===== src/rtl/dcache_port_arbiter.sv =====
// Shares the single data-cache port between the load path and ROB-committed stores, one access at a time.
// Build macro DCARB_STORE_PRIO_EN: when defined, stores always win ties; otherwise ties alternate round-robin.
module dcache_port_arbiter (
  input  logic        clk,
  input  logic        rst,
  input  logic        flush,
  input  logic        ld_req,
  input  logic [31:0] ld_addr,
  output logic        ld_resp,
  output logic [31:0] ld_rdata,
  input  logic        st_req,
  input  logic [31:0] st_addr,
  input  logic [31:0] st_wdata,
  input  logic [3:0]  st_mbe,
  output logic        st_ack,
  output logic        mem_read_d,
  output logic        mem_write_d,
  output logic [31:0] mem_address_d,
  output logic [31:0] mem_wdata_d,
  output logic [3:0]  mem_byte_enable_d,
  input  logic        mem_resp_d,
  input  logic [31:0] mem_rdata_d
);

  typedef enum logic [1:0] {
    IDLE  = 2'd0,
    LOAD  = 2'd1,
    STORE = 2'd2,
    DRAIN = 2'd3
  } state_e;

  typedef enum logic {
    GNT_LOAD  = 1'b0,
    GNT_STORE = 1'b1
  } grant_e;

  state_e      state_q, state_d;
  logic        rd_q, rd_d;
  logic        wr_q, wr_d;
  logic [31:0] addr_q, addr_d;
  logic [31:0] wdata_q, wdata_d;
  logic [3:0]  mbe_q, mbe_d;

  logic        ld_elig;
  logic        st_elig;
  logic        tie_store;
  logic        pick_store;
  logic        grant_ld;
  logic        grant_st;

`ifdef DCARB_STORE_PRIO_EN
  assign tie_store = 1'b1;
`else
  grant_e last_grant_q, last_grant_d;

  // The side that was not served last wins the next tie.
  assign tie_store = (last_grant_q == GNT_LOAD);

  always_ff @(posedge clk) begin
    if (rst) begin
      last_grant_q <= GNT_LOAD;
    end else begin
      last_grant_q <= last_grant_d;
    end
  end

  always_comb begin
    last_grant_d = last_grant_q;
    if (grant_st) begin
      last_grant_d = GNT_STORE;
    end else if (grant_ld) begin
      last_grant_d = GNT_LOAD;
    end else begin
      last_grant_d = last_grant_q;
    end
  end
`endif

  always_ff @(posedge clk) begin
    if (rst) begin
      state_q <= IDLE;
      rd_q    <= 1'b0;
      wr_q    <= 1'b0;
      addr_q  <= 32'h0000_0000;
      wdata_q <= 32'h0000_0000;
      mbe_q   <= 4'b0000;
    end else begin
      state_q <= state_d;
      rd_q    <= rd_d;
      wr_q    <= wr_d;
      addr_q  <= addr_d;
      wdata_q <= wdata_d;
      mbe_q   <= mbe_d;
    end
  end

  always_comb begin
    state_d    = state_q;
    rd_d       = rd_q;
    wr_d       = wr_q;
    addr_d     = addr_q;
    wdata_d    = wdata_q;
    mbe_d      = mbe_q;
    ld_resp    = 1'b0;
    st_ack     = 1'b0;
    grant_ld   = 1'b0;
    grant_st   = 1'b0;
    pick_store = 1'b0;
    ld_elig    = ld_req & ~flush;
    st_elig    = st_req;

    case (state_q)
      IDLE: begin
        if (ld_elig && st_elig) begin
          pick_store = tie_store;
        end else begin
          pick_store = st_elig;
        end

        if (pick_store) begin
          grant_st = 1'b1;
          state_d  = STORE;
          wr_d     = 1'b1;
          addr_d   = st_addr;
          wdata_d  = st_wdata;
          mbe_d    = st_mbe;
        end else if (ld_elig) begin
          grant_ld = 1'b1;
          state_d  = LOAD;
          rd_d     = 1'b1;
          addr_d   = ld_addr;
          mbe_d    = 4'b0000;
        end else begin
          state_d = IDLE;
        end
      end

      LOAD: begin
        if (mem_resp_d) begin
          ld_resp = ~flush;
          state_d = IDLE;
          rd_d    = 1'b0;
          mbe_d   = 4'b0000;
        end else if (flush) begin
          state_d = DRAIN;
        end else begin
          state_d = LOAD;
        end
      end

      // A squashed read still runs to completion so the cache never sees a dropped strobe.
      DRAIN: begin
        if (mem_resp_d) begin
          state_d = IDLE;
          rd_d    = 1'b0;
          mbe_d   = 4'b0000;
        end else begin
          state_d = DRAIN;
        end
      end

      STORE: begin
        if (mem_resp_d) begin
          st_ack  = 1'b1;
          state_d = IDLE;
          wr_d    = 1'b0;
          mbe_d   = 4'b0000;
        end else begin
          state_d = STORE;
        end
      end

      default: begin
        state_d = IDLE;
        rd_d    = 1'b0;
        wr_d    = 1'b0;
        mbe_d   = 4'b0000;
      end
    endcase
  end

  assign mem_read_d        = rd_q;
  assign mem_write_d       = wr_q;
  assign mem_address_d     = addr_q;
  assign mem_wdata_d       = wdata_q;
  assign mem_byte_enable_d = mbe_q;
  assign ld_rdata          = mem_rdata_d;

endmodule


===== config.mk =====
export PLATFORM = sky130hd
export DESIGN_NAME = dcache_port_arbiter
export DESIGN_NICKNAME = d
export VERILOG_FILES = /design/src/rtl/dcache_port_arbiter.sv
export SDC_FILE = /design/constraint.sdc
export NUM_CORES = 1
export LEC_CHECK = 0
export BUFFER_PORTS_ARGS = -buffer_cell sky130_fd_sc_hd__buf_2
export CORE_MARGIN = 10
export CORE_UTILIZATION = 43
export DETAILED_ROUTE_END_ITERATION = 6
export PLACE_DENSITY_LB_ADDON = 0.05
export SYNTH_ARGS = -nofsm -noshare
export SYNTH_HDL_FRONTEND = slang
export SYNTH_SLANG_ARGS = --single-unit
export TNS_END_PERCENT = 10

===== constraint.sdc =====
create_clock -name clk -period 2.6 [get_ports clk]
set_input_delay 0.26 -clock clk [delete_from_list [all_inputs] [get_ports clk]]
set_output_delay 0.26 -clock clk [all_outputs]
set_load 0.05 [all_outputs]

==> key figures, run 1 <==
Run status
  • Outcome: finished clean

GRT
  • Initial antenna violation count: 0
  • First-pass GRT wire length: 16.6 mm
  • GRT overflow: 0
  • GRT Util Overall: 0.183
  • Largest net degree at the start of global routing: 45
  • Vias in the first global route: 3174

Timing
  • Rel. slew slack: 0.335
  • Setup TNS Final: 0 ns
  • Final period utilization: 0.688
  • Fin. Hold Viols: 0
  • RSZ-0062 raised after global routing: false
  • Final Setup Violations: 0
  • Max Clk Rate: 559 MHz
  • Slew Limit Fails: 0
  • Post-layout minimum cycle time: 1.79 ns
  • Final WS setup: 0.811 ns
  • Final Skew: 0.00714 ns
  • Slew @ Worst Pin: 0.998 ns

Clock network
  • Post-CTS Setup Bufs: 0
  • Root buf cell: clkbuf_8
  • H-tree depth: 3
  • Clock sink count: 73
  • Clk_lat worst skew: 0.34 ns
  • Post-CTS Hold Buffers: 0
  • CTS Buf Count: 9
  • CTS clk-pin slew, worst paths: 0.08 ns
  • CTS tree: built
  • Post_cts resized: 0
  • CTS Buffer Depth: 2

Setup path
  • Arr. time, crit path: 2.03 ns
  • Worst reg2reg path depth: 5
  • CP Max Fanout: 23
  • Setup crit end kind: register
  • CP Data Required Time: 2.84 ns
  • Critical Path Start Type: register
  • Crit Path Category: register to register

Placement
  • Pre-CTS setup slack: 0.556 ns
  • Routability cong.: 0.774
  • Dpl hpwl: 8.00 mm
  • Placed instance area: 3810 sq um
  • Number of port buffers: 177

Final layout
  • Utilization after layout: 0.584
  • Ant. Diodes: 0
  • Area grow syn2layout: 30.1%
  • Fill count: 730
  • Design area: 4030 sq um
  • Final-stage net count: 669
  • Commonest cells after routing, fill and taps aside: 177 x buf_2, 99 x nand2_1, 73 x dfxtp_1
  • Most common cell after layout, fill and taps aside: buf_2
  • Layout cell share with drive strength beyond 1: 0.383

Synth
  • Netlist cell types: 27
  • Ranking of synthesized cells by area: dfxtp_1 47%, nand2_1 12%, a21oi_1 11%
  • Synth top area share: 0.472
  • Post-synthesis sequential area ratio: 0.472
  • Synth warnings: 0
  • Seq cells post-synth: 73
  • Syn Inst Count: 395
  • Synthesized area: 3100 sq um
  • Mean Syn Cell Area: 7.85 sq um
  • Syn nets: 533
  • Area leader, netlist: dfxtp_1

Floorplanning
  • Initial core utilization: 0.449
  • Die Y: 105 um
  • Row count: 30
  • Die area: 11000 sq um
  • Core area: 6910 sq um
  • Die W: 105 um
  • I/O pin count: 242

Detailed routing
  • DR WL/cell: 16.7 um
  • Initial drt markers: 163
  • Antenna viol nets, final: 0
  • First-pass detailed-route iteration total: 4
  • Drt total wl: 10.5 mm
  • Vias per cell: 4.89
  • DRC Markers: 0
  • Vias post-DR: 3083

Power and ir drop
  • Max VDD drop: 0.448 mV
  • Pwr dens: 770 nW/um^2
  • Leak pwr: 1.97 nW

Worst hold path
  • Hold Crit Depth: 3
  • HP Class: primary input to register

Flow run
  • Maximum Capacitance Violations: 0
power by group:
part / internal (mW) / leakage (nW) / switching [mW]
sequential: 1.22 / 0.602 / 0.0504
clock: 0.560 / 0.104 / 0.423
combinational: 0.236 / 1.26 / 0.617
registers in the layout, indices dropped and copies added (netlist names):
name               count
state_q                2
last_grant_q           1
mem_byte_enable_d      4
mem_read_d             1
mem_address_d         32
mem_write_d            1
mem_wdata_d           32
metrics by stage:
| step | total power, mW | hold slack (ns) | cells |
|---|---|---|---|
| detailed placement | 2.16 | 0.444 | 616 |
| finish | 3.10 | 0.148 | 631 |
| global route | 3.26 | 0.131 | 631 |
| CTS | 3.14 | 0.132 | 631 |
| floorplan | 2.03 | 0.376 | 395 |
| global placement | 2.14 | 0.439 | 616 |
cells in the mapped netlist, drive strengths merged:
cell type  number
o21ai           2
nor2b           1
nor2           42
a211oi         32
o21a            1
o41ai           1
clkbuf         14
nor3            1
o21bai          1
nand3b          1
a221oi          1
a21oi          67
a22oi           4
and2            2
dfxtp          73
inv             1
nand3           1
nand2b          2
mux2i           1
nor3b           1
nand2          99
buf            47
layer usage:
metal	routed length, um	up-vias	global-route usage	part of all wire
li1	-	1557	-	-
met1	4190	1359	0.200	0.40
met2	5020	125	0.306	0.48
met3	1040	42	0.0725	0.099
met4	278	0	0.0824	0.026
met5	0	-	0	0
final timing paths:
kind                                startpoint                 to  slack (ns)
worst min-delay path              st_wdata[28]    mem_wdata_d[28]        0.15
worst min register to register  mem_wdata_d[3]     mem_wdata_d[3]        0.45
worst max-delay path                state_q[0]  mem_address_d[19]        0.81
worst max register to register      state_q[0]  mem_address_d[19]        0.81
kinds of logic (layout without fill, tap and decap cells):
kind of cell | Yosys count | in the layout | share of synthesized area
compound gates | 109 | 109 | 0.213
buf+inv | 62 | 202 | 0.121
flops | 73 | 73 | 0.472
mux | 1 | 1 | 0.00323
simple gates | 150 | 150 | 0.191
critical path: stages, from the launching register on:
cell and delay (ns):
dfxtp_1 0.55, nor2_2 0.11, o21ai_2 0.39, buf_4 0.31, a21oi_1 0.06, a211oi_1 0.26
area by class of cell:
| cell class | instances | area, sq um | area share |
|---|---|---|---|
| Sequential cell | 73 | 1460 | 0.363 |
| Multi-Input combinational cell | 260 | 1260 | 0.313 |
| Timing Repair Buffer | 186 | 966 | 0.240 |
| Inverter | 1 | 3.75 | 0.000931 |
| Clock buffer | 10 | 138 | 0.0341 |
| Tap cell | 96 | 120 | 0.0298 |
| Clock inverter | 5 | 80.1 | 0.0199 |
Note: power is estimated with default switching activity, not from simulation.
==> run 2, diff against run 1 <==
--- a/config.mk
+++ b/config.mk
@@ -5,9 +5,10 @@
 export SDC_FILE = /design/constraint.sdc
 export NUM_CORES = 1
 export LEC_CHECK = 0
+export ABC_AREA = 1
 export BUFFER_PORTS_ARGS = -buffer_cell sky130_fd_sc_hd__buf_2
 export CORE_MARGIN = 10
-export CORE_UTILIZATION = 43
+export CORE_UTILIZATION = 42
 export DETAILED_ROUTE_END_ITERATION = 6
 export PLACE_DENSITY_LB_ADDON = 0.05
 export SYNTH_ARGS = -nofsm -noshare
==> constraint.sdc (replaced) <==
create_clock -name clk -period 1.8 [get_ports clk]
set_input_delay 0.18 -clock clk [delete_from_list [all_inputs] [get_ports clk]]
set_output_delay 0.18 -clock clk [all_outputs]
set_load 0.05 [all_outputs]
==> key figures, run 2 <==
Final layout
  • Layout cell share with drive strength beyond 1: 0.334
  • Final non-filler cell total: 731
  • Multi-input gate area: 1560 sq um
  • Fill count: 812
  • Area grow syn2layout: 28.7%
  • Utilization after layout: 0.552
  • Storage cell area: 1460 sq um
  • Final-stage net count: 758
  • Most common cell after layout, fill and taps aside: buf_2
  • Commonest cells after routing, fill and taps aside: 177 x buf_2, 135 x nor2_1, 73 x dfxtp_1
  • Design area: 4490 sq um

Timing
  • Slew Limit Fails: 0
  • RSZ-0062 raised after global routing: false
  • Final Skew: 0.00535 ns
  • Fin Hold WS: 0.0737 ns
  • Final Setup Violations: 0
  • Setup TNS Final: 0 ns
  • Fin. Hold Viols: 0
  • Post-layout minimum cycle time: 1.49 ns
  • Final WS setup: 0.312 ns
  • Final period utilization: 0.827
  • Slew @ Worst Pin: 0.565 ns
  • Rel. slew slack: 0.623
  • Max Clk Rate: 672 MHz

Synth
  • Ranking of synthesized cells by area: dfxtp_1 42%, nor2_1 15%, o21ai_0 7.6%
  • Synth warnings: 0
  • Post-synthesis simple-gate area fraction: 0.278
  • Seq cells post-synth: 73
  • Post-synthesis sequential area ratio: 0.419
  • Area leader, netlist: dfxtp_1
  • Post-synth ARST share: 0
  • Syn nets: 627
  • Netlist cell types: 22
  • Synthesized area: 3490 sq um
  • Mux cell area share after synthesis: 0
  • Synth top area share: 0.419
  • Main combinational cell family by area after synthesis: simple AND/OR/NAND/NOR gates
  • Synth cell count leaders: 135 x nor2_1, 73 x dfxtp_1, 53 x o21ai_0
  • Xor-xnor portion of the synthesized cell area: 0
  • Syn Inst Count: 489
  • Number of synthesized flops with an enable pin: 0
  • Synth Area in Compound Gates: 0.171
  • Top-count cell post-synth: nor2_1
  • Synth Area in Adders: 0
  • Top FF cell, synth: dfxtp_1
  • Mean Syn Cell Area: 7.13 sq um

Clock network
  • CTS Buf Count: 9
  • Post-CTS Setup Bufs: 0
  • H-tree depth: 3
  • CTS Buffer Depth: 2
  • CTS tree: built
  • Post_cts resized: 0
  • Post-CTS Hold Buffers: 0
  • Clock sink count: 73
  • Clk_lat worst skew: 0.34 ns
  • CTS clk-pin slew, worst paths: 0.08 ns
  • Root buf cell: clkbuf_8

Floorplanning
  • Row count: 33
  • I/O pin count: 242
  • Die Y: 111 um
  • Die W: 111 um
  • Die area: 12300 sq um
  • Core area: 8130 sq um
  • Initial core utilization: 0.429

Worst hold path
  • HP Class: primary input to register

Detailed routing
  • DRC Markers: 0
  • Vias per cell: 4.73
  • Vias post-DR: 3460
  • Drt total wl: 10.7 mm
  • Antenna viol nets, final: 0
  • First-pass detailed-route iteration total: 4
  • Initial drt markers: 175
  • DR WL/cell: 14.6 um

Setup path
  • Worst Setup SP: state_q[0]
  • CP Data Required Time: 2.07 ns
  • Crit Path Category: register to register
  • R2R setup slack: 0.31 ns
  • CP max stage delay: 0.41 ns
  • Crit-path slowest cell: inv_2
  • CP Capture Point: mem_wdata_d[18]
  • FF-to-FF Start: state_q[0]
  • CP Max Fanout: 32
  • Worst reg2reg path depth: 7
  • Critical Path Start Type: register
  • Arr. time, crit path: 1.76 ns
  • R2R Path End: mem_wdata_d[18]
  • Sequence of cells on the critical path: nor2_4 > nand2_4 > inv_4 > nand2_4 > inv_2 > nor2_1 > nor2_1
  • Setup crit end kind: register

Power and ir drop
  • Pwr dens: 1140 nW/um^2
  • Pwr Total: 5.10 mW
  • Max VDD drop: 0.491 mV
  • Leak pwr: 2.32 nW

GRT
  • Initial antenna violation count: 1
  • Largest net degree at the start of global routing: 65
  • GRT Util Overall: 0.163
  • GRT overflow: 0
  • First-pass GRT wire length: 17.3 mm
  • Vias in the first global route: 3516

Placement
  • Placed instance area: 4190 sq um
  • Number of port buffers: 177
  • Dpl hpwl: 7.87 mm
  • DP Cell Count: 714
  • Pre-CTS setup slack: 0.298 ns
  • Routability cong.: 0.800

Run status
  • Outcome: finished clean

Flow run
  • Maximum Capacitance Violations: 0
[run 2: cell type report]
type,count,share of cell area
tap,105,0.0293
clock buffer,9,0.0276
antenna,1,0.000558
sequential,73,0.326
clock inverter,7,0.0371
inverter,17,0.0148
multi-input combinational,334,0.349
timing repair buffer,185,0.216
[run 2: how the worst min path moves through the flow]
stage / from / end / depth (start not counted)
6_report: rst / last_grant_q / 2
2_1_floorplan: rst / last_grant_q / 1
3_5_place_dp: mem_rdata_d[22] / ld_rdata[22] / 0
4_1_cts: rst / last_grant_q / 2
3_3_place_gp: mem_rdata_d[22] / ld_rdata[22] / 0
5_1_grt: rst / last_grant_q / 2
[run 2: kinds of logic after synthesis]
family          Yosys count
compound gates          103
simple gates            231
flops                    73
buf+inv                  82
[run 2: power by group]
group          total [mW]  switching [mW]  leakage, nW  internal [mW]
Sequential           1.86          0.0805        0.606           1.78
Clock                1.82           0.621        0.140           1.20
Combinational        1.41            1.02         1.57          0.386
[run 2: layer usage]
metal  vias to the layer above  wire (um)  global-route usage
li1                       1806          -                   -
met1                      1478       4690               0.199
met2                       149       4690               0.244
met3                        27       1090              0.0741
met4                         0        225              0.0660
met5                         -          0                   0
[run 2: critical path: cells and delay by family, from the launching register on]
family	cells	cell delay [ns]
flip-flops	1	0.36
buffers and inverters	2	0.50
AND/OR/NAND/NOR	5	0.54
